[src/rtl/pwm_pkg.sv]
// Shared PWM definitions: default counter width and the meter FSM state encoding.
package pwm_pkg;

    localparam int PWM_CNT_W = 20;

    typedef enum logic [0:0] {
        ST_IDLE    = 1'b0,
        ST_MEASURE = 1'b1
    } meter_state_t;

endpackage

[src/rtl/pwm_in_cond.sv]
// PWM input conditioning: 2-FF synchronizer followed by an optional glitch filter.
// The filter is compiled in when PWM_METER_FILTER_EN is defined.
module pwm_in_cond #(
    parameter int FILT_LEN = 3
) (
    input  logic clk,
    input  logic rst_n,
    input  logic pwm_in,
    output logic sig
);

`ifdef PWM_METER_FILTER_EN
    localparam bit FILTER_ON = 1'b1;
`else
    localparam bit FILTER_ON = 1'b0;
`endif

    logic [1:0] sync_r;

    // Two-stage synchronizer for the asynchronous PWM input.
    always_ff @(posedge clk or negedge rst_n) begin
        if (!rst_n) begin
            sync_r <= 2'b00;
        end else begin
            sync_r <= {sync_r[0], pwm_in};
        end
    end

    if (FILTER_ON && (FILT_LEN > 0)) begin : g_filt
        localparam int FW = $clog2(FILT_LEN + 1);
        logic [FW-1:0] filt_cnt_r;
        logic          sig_r;

        // Accept a new level only after it has held for FILT_LEN consecutive cycles.
        always_ff @(posedge clk or negedge rst_n) begin
            if (!rst_n) begin
                filt_cnt_r <= '0;
                sig_r      <= 1'b0;
            end else if (sync_r[1] == sig_r) begin
                filt_cnt_r <= '0;
            end else if (filt_cnt_r == FW'(FILT_LEN - 1)) begin
                filt_cnt_r <= '0;
                sig_r      <= sync_r[1];
            end else begin
                filt_cnt_r <= filt_cnt_r + FW'(1);
            end
        end

        assign sig = sig_r;
    end else begin : g_pass
        assign sig = sync_r[1];
    end

endmodule

[src/rtl/pwm_meter.sv]
// PWM capture: measures period and high time between rising edges, flags a stalled input.
// Optional glitch filter in pwm_in_cond is enabled by defining PWM_METER_FILTER_EN.
module pwm_meter
    import pwm_pkg::*;
#(
    parameter int CNT_W    = PWM_CNT_W,
    parameter int TIMEOUT  = 999_999,
    parameter int FILT_LEN = 3
) (
    input  logic             clk,
    input  logic             rst_n,
    input  logic             pwm_in,
    output logic [CNT_W-1:0] period,
    output logic [CNT_W-1:0] high,
    output logic             meas_valid,
    output logic             timeout,
    output logic             level
);

    logic             sig_s;
    logic             sig_d_r;
    logic             rise_s;
    meter_state_t     state_r,    state_nx_s;
    logic [CNT_W-1:0] per_cnt_r,  per_cnt_nx_s;
    logic [CNT_W-1:0] hi_cnt_r,   hi_cnt_nx_s;
    logic [CNT_W-1:0] period_r,   period_nx_s;
    logic [CNT_W-1:0] high_r,     high_nx_s;
    logic             valid_r,    valid_nx_s;
    logic             timeout_r,  timeout_nx_s;
    logic             level_r;

    pwm_in_cond #(
        .FILT_LEN (FILT_LEN)
    ) u_cond (
        .clk    (clk),
        .rst_n  (rst_n),
        .pwm_in (pwm_in),
        .sig    (sig_s)
    );

    assign rise_s = sig_s & ~sig_d_r;

    // Next-state, counter and result logic; the first rise after IDLE only arms the counters.
    always_comb begin
        state_nx_s   = state_r;
        per_cnt_nx_s = per_cnt_r;
        hi_cnt_nx_s  = hi_cnt_r;
        period_nx_s  = period_r;
        high_nx_s    = high_r;
        valid_nx_s   = 1'b0;
        timeout_nx_s = timeout_r;
        case (state_r)
            ST_IDLE: begin
                if (rise_s) begin
                    per_cnt_nx_s = CNT_W'(1);
                    hi_cnt_nx_s  = CNT_W'(1);
                    timeout_nx_s = 1'b0;
                    state_nx_s   = ST_MEASURE;
                end else begin
                    state_nx_s   = ST_IDLE;
                end
            end
            ST_MEASURE: begin
                // A rise on the TIMEOUT cycle is still a valid measurement.
                if (rise_s) begin
                    period_nx_s  = per_cnt_r;
                    high_nx_s    = hi_cnt_r;
                    valid_nx_s   = 1'b1;
                    per_cnt_nx_s = CNT_W'(1);
                    hi_cnt_nx_s  = CNT_W'(1);
                end else if (per_cnt_r == CNT_W'(TIMEOUT)) begin
                    timeout_nx_s = 1'b1;
                    state_nx_s   = ST_IDLE;
                end else begin
                    per_cnt_nx_s = per_cnt_r + CNT_W'(1);
                    hi_cnt_nx_s  = hi_cnt_r + CNT_W'(sig_s);
                end
            end
            default: begin
                state_nx_s = ST_IDLE;
            end
        endcase
    end

    // State, counters and registered outputs.
    always_ff @(posedge clk or negedge rst_n) begin
        if (!rst_n) begin
            state_r   <= ST_IDLE;
            sig_d_r   <= 1'b0;
            per_cnt_r <= '0;
            hi_cnt_r  <= '0;
            period_r  <= '0;
            high_r    <= '0;
            valid_r   <= 1'b0;
            timeout_r <= 1'b0;
            level_r   <= 1'b0;
        end else begin
            state_r   <= state_nx_s;
            sig_d_r   <= sig_s;
            per_cnt_r <= per_cnt_nx_s;
            hi_cnt_r  <= hi_cnt_nx_s;
            period_r  <= period_nx_s;
            high_r    <= high_nx_s;
            valid_r   <= valid_nx_s;
            timeout_r <= timeout_nx_s;
            level_r   <= sig_s;
        end
    end

    assign period     = period_r;
    assign high       = high_r;
    assign meas_valid = valid_r;
    assign timeout    = timeout_r;
    assign level      = level_r;

endmodule
[config.mk]
export PLATFORM = sky130hd
export DESIGN_NAME = pwm_meter
export DESIGN_NICKNAME = d
export VERILOG_FILES = /design/src/rtl/pwm_pkg.sv /design/src/rtl/pwm_in_cond.sv /design/src/rtl/pwm_meter.sv
export SDC_FILE = /design/constraint.sdc
export NUM_CORES = 1
export LEC_CHECK = 0
export CAP_MARGIN = 5
export CORE_MARGIN = 5
export CORE_UTILIZATION = 38
export CTS_CLUSTER_DIAMETER = 60
export DETAILED_ROUTE_END_ITERATION = 12
export GPL_ROUTABILITY_DRIVEN = 0
export SYNTH_ARGS = -nofsm -noshare
export SYNTH_HDL_FRONTEND = slang
export SYNTH_SLANG_ARGS = --single-unit
[constraint.sdc]
create_clock -name clk -period 2.7 [get_ports clk]
set_input_delay 0.27 -clock clk [delete_from_list [all_inputs] [get_ports clk]]
set_output_delay 0.27 -clock clk [all_outputs]
set_load 0.01 [all_outputs]
==> results of run 1 <==
## synthesized netlist by cell type (all sizes together), types with 9 or more instances
master / number / area [um2]
clkbuf: 15 / 56.30
nor3: 10 / 50.05
nand4: 10 / 62.56
o21a: 9 / 67.56
dfrtp: 86 / 2152
mux2: 38 / 427.9
xor2: 19 / 166.4
nand2: 20 / 75.07
o21ai: 9 / 56.30
nand3: 18 / 95.09
nor2: 30 / 112.6
## sequential cells by signal, summed over array words and instances (netlist names)
signal and flops:
state_r 1, timeout 1, per_cnt_r 20, level 1
hi_cnt_r 20, meas_valid 1, high 20, u_cond.sync_r 2
period 20
## final cells by class
| cell class | count | area share [%] |
|---|---|---|
| Timing Repair Buffer | 53 | 10.97 |
| Inverter | 5 | 0.4034 |
| Sequential cell | 86 | 46.26 |
| Tap cell | 133 | 3.577 |
| Clock inverter | 6 | 1.506 |
| Multi-Input combinational cell | 224 | 34.53 |
| Clock buffer | 10 | 2.743 |
## worst max-delay path, cell delays in order, from the launching register on
cell and delay (ns):
dfrtp_1 0.44, ha_1 0.23, nand3_2 0.14, or4_4 0.64, o21ai_4 0.45, mux2i_1 0.24, nand2_1 0.08
## cell families (layout without fill, tap and decap cells)
kind of cell,count (synthesis),in the layout,synth area share [%]
flops,86,86,55.81
mux,43,43,12.39
fa+ha+maj,3,3,0.9735
xor+xnor,22,22,4.997
simple gates,112,112,14.70
buf+inv,23,74,2.660
compound gates,44,44,8.468
## power groups by stage
stage	clock network, mW	logic [mW]	registers, mW
2_1_floorplan	0	0.190	1.50
3_3_place_gp	0	0.369	1.51
3_5_place_dp	0	0.372	1.52
4_1_cts	0.939	0.380	1.49
5_1_grt	0.994	0.410	1.51
6_report	0.917	0.370	1.49
## layout by cell type (no fill, tap or decap), types with 4 or more instances in the layout
cell type        Yosys  layout
nor2_1              30      30
nand2_1             20      19
nand2b_1             5       5
clkdlybuf4s50_1      0      44
o21a_1               9       9
nor4_1               4       4
a21oi_1              7       7
o2111ai_1            4       4
clkbuf_8             0       9
buf_4                0       8
mux2_2              38      38
nor3_1              10      10
o21ai_0              7       7
dfrtp_1             86      86
xor2_1              19      19
mux2i_1              5       5
o211ai_1             6       6
nand3_1             17      17
inv_1                5       5
nand4_1             10      10
## worst max path at each step
stage	endpoint	slack, ns	cells after the start
3_3_place_gp	hi_cnt_r[0]$_DFFE_PN0P_	0.46	6
4_1_cts	hi_cnt_r[0]$_DFFE_PN0P_	0.36	6
3_5_place_dp	hi_cnt_r[0]$_DFFE_PN0P_	0.39	6
2_1_floorplan	per_cnt_r[9]$_DFFE_PN0P_	0.63	7
5_1_grt	hi_cnt_r[0]$_DFFE_PN0P_	0.16	6
6_report	hi_cnt_r[0]$_DFFE_PN0P_	0.35	6
## layer usage
layer | track usage (%) | vias to the layer above | share of wire [%]
met2 | 20.23 | 67 | 44
met4 | 6.240 | 0 | 2.1
met3 | 2.838 | 12 | 4.1
met5 | 0 | - | 0
met1 | 19.05 | 1329 | 49
li1 | - | 1282 | -
## per-stage QoR
stage / instances / area, um2 / setup WS, ns / hold slack [ns]
2_1_floorplan: 333 / 3856 / 0.6303 / -0.02559
3_3_place_gp: 500 / 4444 / 0.4573 / 0.3307
3_5_place_dp: 500 / 4444 / 0.3878 / 0.3295
4_1_cts: 517 / 4652 / 0.3637 / 0.3378
5_1_grt: 517 / 4652 / 0.1637 / 0.3457
6_report: 517 / 4652 / 0.3543 / 0.3496
## timing repair
item / in CTS / in global routing
setup buffers: 0 / 0
hold endpoints to repair: 46 / 0
hold buffers: 1 / 0
==> impl_metrics.toml, run 1 <==
[timing]
relSlewSlack_pct = 44.33
fmax_mhz = 426.3
timing.final.hold_violations = 0
worst-slew-pin-transition_ns = 0.8274
period_needed_ns = 2.346
min_period_over_period_pct = 86.88
clock-skew-final_ns = 0.01058
tns_ns = 0
setup_viol = 0
maxSlewViolCount = 0
rsz0062_at_grt = "no"

[critical_path]
critPathKind = "register to register"
cp_max_fo = 16
r2r_slack_ns = 0.35
critPathLaunchType = "register"
crit_arrival_ns = 2.59
r2r-start = "per_cnt_r[0]$_DFFE_PN0P_"
rr_endpoint = "hi_cnt_r[0]$_DFFE_PN0P_"
startpoint = "per_cnt_r[0]$_DFFE_PN0P_"
critPathRequiredTime_ns = 2.94
rr_worst_depth = 6
critPathCaptureType = "register"

[routing]
drt_iter0_markers = 182
wl_um = 7804
dr.pass1.iters = 5
ant_nets = 0
route.vias.total = 2690
drt-wirelength-per-cell_um = 15.09
avgViaCountPerCell = 5.203
drc_errors = 0

[power]
pwr-share-clk_pct = 33.0
swShare_pct = 27.39
power.density_nw_per_um2 = 597.2
seqPwrFrac_pct = 53.7
p_sw_mw = 0.7609
p_total_mw = 2.778
ir_drop_mv = 0.3096
intPower_mw = 2.017
leakage_nw = 2.043
power_frac_comb_pct = 13.3

[floorplan]
start_util_pct = 39.27
core_um2 = 9819
rows = 36
die_h_um = 110.7
die_w_um = 110.7
io_pins = 46
die_area_um2 = 12260

[cts]
numCtsBuffers = 9
clkTransAtPathRegs_ns = 0.09
h-tree-depth = 3
clock_sinks = 86
cts_root_buf = "clkbuf_8"
tritoncts = "done"
cts_buffer_depth = 2
ctsResizeCount = 0
clkLatencyLatePin_ns = 0.36

[hold_path]
whs_endpoint = "u_cond.sync_r[0]$_DFF_PN0_"
worstHoldPathCells = 1
min-delay-start = "pwm_in"
holdCritPathClass = "primary input to register"

[cells_and_area]
area_growth_pct = 20.64
final_core_util_pct = 47.38
n_antenna_cell = 0
final_layout_size_suffix_gt1_share_pct = 18.23
nNetsFinal = 385
seqCellArea_um2 = 2152
fill_cells = 958
multiInputGateArea_um2 = 1607

[yosys]
synth_cell_type_count = 42
yosysWarnings = 0
syn_area_um2 = 3856
synthFlopType = "dfrtp_1"
ys_ff_latch = 86
async_flop_share_pct = 100.0
syn_area_per_cell_um2 = 11.58
synth_edf_count = 0
synthCells = 333
synth_nets = 339
ys_seq_area_share_pct = 55.81

[placed_design]
portBuffers = 45
dp_hpwl_um = 5397

[global_routing]
grt_start_max_net_pins = 49
grt_pass1_vias = 2816
antenna_found_initial = 0
grtUsageTotal_pct = 13.60
grt_pass1_wl_um = 13910
grt_overflow = 0

[outcome]
outcome = "complete, no violations"

[flow_run]
maxCapViolCount = 0
Power figures use the tool's default switching activity.
==> run 2, diff against run 1 <==
- CORE_MARGIN: 5 -> 2
- SYNTH_HIERARCHICAL: default -> 1
==> run 2 against run 1 <==
  * Register-to-register slack better by 0.23 ns
  * Area after synthesis is 1.5% higher
  * Maximum frequency is 11% higher
  * Critical endpoint is now per_cnt_r[13]$_DFFE_PN0P_
  * Largest power group unchanged
==> impl_metrics.toml, run 2 <==
[power]
p_sw_mw = 0.7145
leakage_nw = 2.026
swShare_pct = 25.87
pwr-share-clk_pct = 33.3
power_frac_comb_pct = 12.8
power.density_nw_per_um2 = 586.5
intPower_mw = 2.048
p_total_mw = 2.762
ir_drop_mv = 0.2749
seqPwrFrac_pct = 53.9

[cts]
numCtsBuffers = 9
clkTransAtPathRegs_ns = 0.08
ctsResizeCount = 0
hold_buffers = 1
h-tree-depth = 3
clkLatencyLatePin_ns = 0.36
cts_root_buf = "clkbuf_8"
cts_setup_buffers = 0
cts_buffer_depth = 2
tritoncts = "done"
clock_sinks = 86

[cells_and_area]
final_layout_size_suffix_gt1_share_pct = 20.21
area_growth_pct = 20.33
final_core_util_pct = 46.45
n_antenna_cell = 0
final_common_cell = "dfrtp_1"
final_cell_mix = "dfrtp_1, clkdlybuf4s50_1, mux2_2"
stdcell_count = 522
nNetsFinal = 387

[routing]
ant_nets = 0
drc_errors = 0
wl_um = 7695
dr.pass1.iters = 4
drt-wirelength-per-cell_um = 14.74
route.vias.total = 2720
avgViaCountPerCell = 5.211
drt_iter0_markers = 95

[timing]
relSlewSlack_pct = 58.29
maxSlewViolCount = 0
tns_ns = 0
setup_viol = 0
min_period_over_period_pct = 78.18
clock-skew-final_ns = 0.009792
fmax_mhz = 473.7
period_needed_ns = 2.111
rsz0062_at_grt = "no"
timing.final.hold_violations = 0
worst-slew-pin-transition_ns = 0.6233

[floorplan]
core_um2 = 10140
rows = 37
io_pins = 46
start_util_pct = 38.60
die_h_um = 105.5
die_w_um = 105.5
die_area_um2 = 11130

[yosys]
syn_area_um2 = 3914
synth_edf_count = 0
synthFlopType = "dfrtp_1"
ys_seq_area_share_pct = 54.99
ys_ff_latch = 86
synth.area.top_cells = "dfrtp_1, mux2_2, xor2_1"
synth_top_area_share_pct = 54.99
syn_area_per_cell_um2 = 11.68
yosysWarnings = 6
synth_nets = 341
synth_common_cells = "dfrtp_1, mux2_2, nand2_1"
synth_cell_type_count = 48
synth.most_common_cell = "dfrtp_1"
yosys.area.top_type = "dfrtp_1"
async_flop_share_pct = 100.0
synthCells = 335

[critical_path]
r2r_slack_ns = 0.59
critPathRequiredTime_ns = 2.98
critPathCaptureType = "register"
critPathKind = "register to register"
rr_endpoint = "per_cnt_r[13]$_DFFE_PN0P_"
cp_max_fo = 26
critPathLaunchType = "register"
rr_worst_depth = 5
crit_arrival_ns = 2.39
r2r-start = "per_cnt_r[6]$_DFFE_PN0P_"

[outcome]
outcome = "complete, no violations"

[global_routing]
grt_pass1_vias = 2676
grtUsageTotal_pct = 15.01
antenna_found_initial = 0
grt_overflow = 0
grt_start_max_net_pins = 87
grt_pass1_wl_um = 13280

[hold_path]
worstHoldPathCells = 1
holdCritPathClass = "primary input to register"
min-delay-start = "pwm_in"
whs_endpoint = "u_cond/sync_r[0]$_DFF_PN0_"

[placed_design]
dp_hpwl_um = 5098
portBuffers = 45
dp_cells = 505

[flow_run]
maxCapViolCount = 0
## run 2: kinds of logic (layout without fill, tap and decap cells)
logic type	Yosys count	in the layout	synth area share, %
simple gates	119	119	17.65
flops	86	86	54.99
compound gates	52	52	8.888
mux	36	36	10.36
buf+inv	22	73	3.165
xor+xnor	17	17	3.996
fa+ha+maj	3	3	0.9592
## run 2: metal layers
metal / track usage, % / vias to the layer above / wire length (um)
li1: - / 1303 / -
met1: 20.97 / 1347 / 3654
met2: 22.49 / 53 / 3593
met3: 3.401 / 17 / 280
met4: 6.286 / 0 / 167
met5: 0 / - / 0
## run 2: worst max-delay path by stage
stage	from	slack, ns	cells after the start	end
CTS	per_cnt_r[6]$_DFFE_PN0P_	0.55	5	hi_cnt_r[12]$_DFFE_PN0P_
floorplan	per_cnt_r[0]$_DFFE_PN0P_	0.95	8	per_cnt_r[0]$_DFFE_PN0P_
global placement	per_cnt_r[11]$_DFFE_PN0P_	0.67	5	hi_cnt_r[12]$_DFFE_PN0P_
global route	per_cnt_r[11]$_DFFE_PN0P_	0.36	5	per_cnt_r[13]$_DFFE_PN0P_
finish	per_cnt_r[6]$_DFFE_PN0P_	0.59	5	per_cnt_r[13]$_DFFE_PN0P_
detailed placement	per_cnt_r[6]$_DFFE_PN0P_	0.57	5	hi_cnt_r[12]$_DFFE_PN0P_
## run 2: per-stage QoR
step                setup WS, ns  hold WS [ns]  cell area (um2)
CTS                       0.5521        0.3417             4710
detailed placement        0.5700        0.3427             4498
global route              0.3556        0.3474             4710
floorplan                 0.9539      -0.02559             3914
global placement          0.6727        0.3413             4498
finish                    0.5891        0.3476             4710
## run 2: area by class of cell
| type | count | area [um2] |
|---|---|---|
| Clock inverter | 3 | 42.54 |
| Timing Repair Buffer | 51 | 520.5 |
| Clock buffer | 13 | 158.9 |
| Multi-Input combinational cell | 227 | 1643 |
| Sequential cell | 86 | 2152 |
| Tap cell | 136 | 170.2 |
| Inverter | 6 | 22.52 |
| Fill cell | 934 | 5429 |
## run 2: critical path, stage by stage, from the launching register on
cell and delay [ns]:
dfrtp_1 0.46, nor4b_2 0.34, nand4_2 0.29, o21ai_4 0.60
o21ai_0 0.19, a21oi_1 0.15
## run 2: power by group through the flow
stage          Sequential (mW)  Clock [mW]  Combinational (mW)
4_1_cts                   1.49       0.944               0.362
3_3_place_gp              1.51           0               0.352
3_5_place_dp              1.52           0               0.359
6_report                  1.49       0.919               0.354
5_1_grt                   1.51       0.999               0.395
2_1_floorplan             1.51           0               0.163
==> run 3, diff against run 2 <==
- clock period: 2.7 -> 1.8 ns (I/O delays scaled with it)
==> run 3 against run 2 <==
  * Final cell count is 8.4% higher
  * Maximum frequency is 19% higher
  * Critical path depth is 1 higher
  * Global-route usage is 1.1 points higher
  * Hold slack worse by 0.10 ns
  * Power is 54% higher
  * Utilization is 4.3 points higher
  * Final area is 9.3% higher
  * Die area stayed put
  * First-iteration DRC count is 17% lower
  * Register-to-register slack worse by 0.57 ns
  * Combinational power is 94% higher
  * Largest power group unchanged
==> impl_metrics.toml, run 3 (same netlist as run 2, synthesis figures left out) <==
[cts]
clkLatencyLatePin_ns = 0.36
clkTransAtPathRegs_ns = 0.09
cts_buffer_depth = 2
cts_root_buf = "clkbuf_8"
clock_sinks = 86
h-tree-depth = 3
numCtsBuffers = 9
tritoncts = "done"

[routing]
route.vias.total = 2932
dr.pass1.iters = 4
drt_iter0_markers = 79
drc_errors = 0
wl_um = 8344
ant_nets = 0
drt-wirelength-per-cell_um = 14.74
avgViaCountPerCell = 5.180

[floorplan]
rows = 37
io_pins = 46
die_w_um = 105.5
die_h_um = 105.5
die_area_um2 = 11130
start_util_pct = 38.60
core_um2 = 10140

[cells_and_area]
final_area_um2 = 5146
stdcell_count = 566
final_cell_mix = "dfrtp_1, clkdlybuf4s50_1, buf_4"
final_layout_size_suffix_gt1_share_pct = 31.63
nNetsFinal = 431
n_antenna_cell = 0
final_common_cell = "dfrtp_1"
area_growth_pct = 31.49

[global_routing]
grt_pass1_vias = 2935
grt_pass1_wl_um = 14260
grt_overflow = 0
grtUsageTotal_pct = 16.08
grt_start_max_net_pins = 44
antenna_found_initial = 0

[hold_path]
holdCritPathClass = "primary input to asynchronous set/reset pin"

[critical_path]
critPathLaunchType = "register"
cp_cell_sequence = "nor4b_2 > nand4_4 > o211ai_2 > buf_12 > xor2_1 > nor2_1"
crit_arrival_ns = 2.02
critPathRequiredTime_ns = 2.04
slowest_delay_ns = 0.41
critPathCaptureType = "register"
crit_path_top_delay_cell = "dfrtp_1"
cp_max_fo = 15
critPathKind = "register to register"

[power]
ir_drop_mv = 0.3576
leakage_nw = 2.285
power.density_nw_per_um2 = 825.4

[timing]
relSlewSlack_pct = 71.68
whs_ns = 0.2451
rsz0062_at_grt = "yes"
maxSlewViolCount = 0
setup_viol = 0
period_needed_ns = 1.781
clock-skew-final_ns = 0.01290
min_period_over_period_pct = 98.94
worst-slew-pin-transition_ns = 0.4209
timing.final.hold_violations = 0
worst_slack_ns = 0.01904
fmax_mhz = 561.5

[placed_design]
place_area_um2 = 4836
dp_cells = 545
dp_slack_ns = 0.0008756
dp_hpwl_um = 5740
portBuffers = 45

[outcome]
outcome = "complete, no violations"

[flow_run]
maxCapViolCount = 0
-- run 3: changes by cell type in the layout (fill, tap and decap cells not counted), moves of 2 or more --
cell | previous run | this run
a21oi_1 | 16 | 14
a21oi_2 | 2 | 4
buf_12 | 2 | 5
buf_4 | 4 | 42
buf_6 | 0 | 3
clkbuf_1 | 2 | 0
clkbuf_8 | 11 | 9
clkinv_4 | 0 | 2
dfrtp_1 | 86 | 84
dfrtp_2 | 0 | 2
ha_1 | 3 | 1
ha_2 | 0 | 2
-- run 3: final timing paths --
path                                                 start                          to  slack, ns  cells past startpoint
max in group asynchronous                            rst_n             level$_DFF_PN0_       0.93                      3
worst min-delay path                                 rst_n        meas_valid$_DFF_PN0_       0.25                      2
worst max-delay path              per_cnt_r[6]$_DFFE_PN0P_     hi_cnt_r[5]$_DFFE_PN0P_       0.02                      6
min in group clk                                    pwm_in  u_cond/sync_r[0]$_DFF_PN0_       0.26                      1
worst max register to register    per_cnt_r[6]$_DFFE_PN0P_     hi_cnt_r[5]$_DFFE_PN0P_       0.02                      6
worst min register to register  u_cond/sync_r[0]$_DFF_PN0_  u_cond/sync_r[1]$_DFF_PN0_       0.36                      0
-- run 3: through the flow --
step                      utilization, %  TNS (ns)  total power, mW
after detailed placement           47.70         0            2.900
after CTS                          49.92         0            4.289
after global placement             47.70         0            2.889
after floorplan                        -         0            2.514
final                              50.76         0            4.248
after global routing               50.76    -1.280            4.458
-- run 3: area by class of cell --
cell class	count	area [um2]
flip-flops and latches	86	2155
inverters	6	22.52
repair buffers	95	899.6
fillers	915	4992
multi-input cells	227	1702
clock inverters	7	73.82
well taps	136	170.2
clock buffers	9	123.9
-- run 3: power by group --
part / internal [mW] / switching, mW
Combinational: 0.370 / 0.316
Clock: 0.646 / 0.723
Sequential: 2.08 / 0.117
-- run 3: routing by layer --
layer,part of all wire [%],track usage [%]
met1,47,22.15
met2,48,24.75
met3,3.0,2.845
met4,1.5,7.333
met5,0,0
-- run 3: what timing repair did --
item | in CTS | in global routing
hold endpoints to repair | 22 | 0
gates resized for setup | 1 | 19
pin swaps | 1 | 6
setup buffers | 2 | 2
hold buffers | 1 | 0
endpoints found under the setup margin | 6 | 32
-- run 3: worst max-delay path: cells and delay by family (launching register included) --
kind	cells	cell delay, ns
flops	1	0.41
compound gates	1	0.28
simple gates	3	0.65
xor+xnor	1	0.16
buf+inv	1	0.17
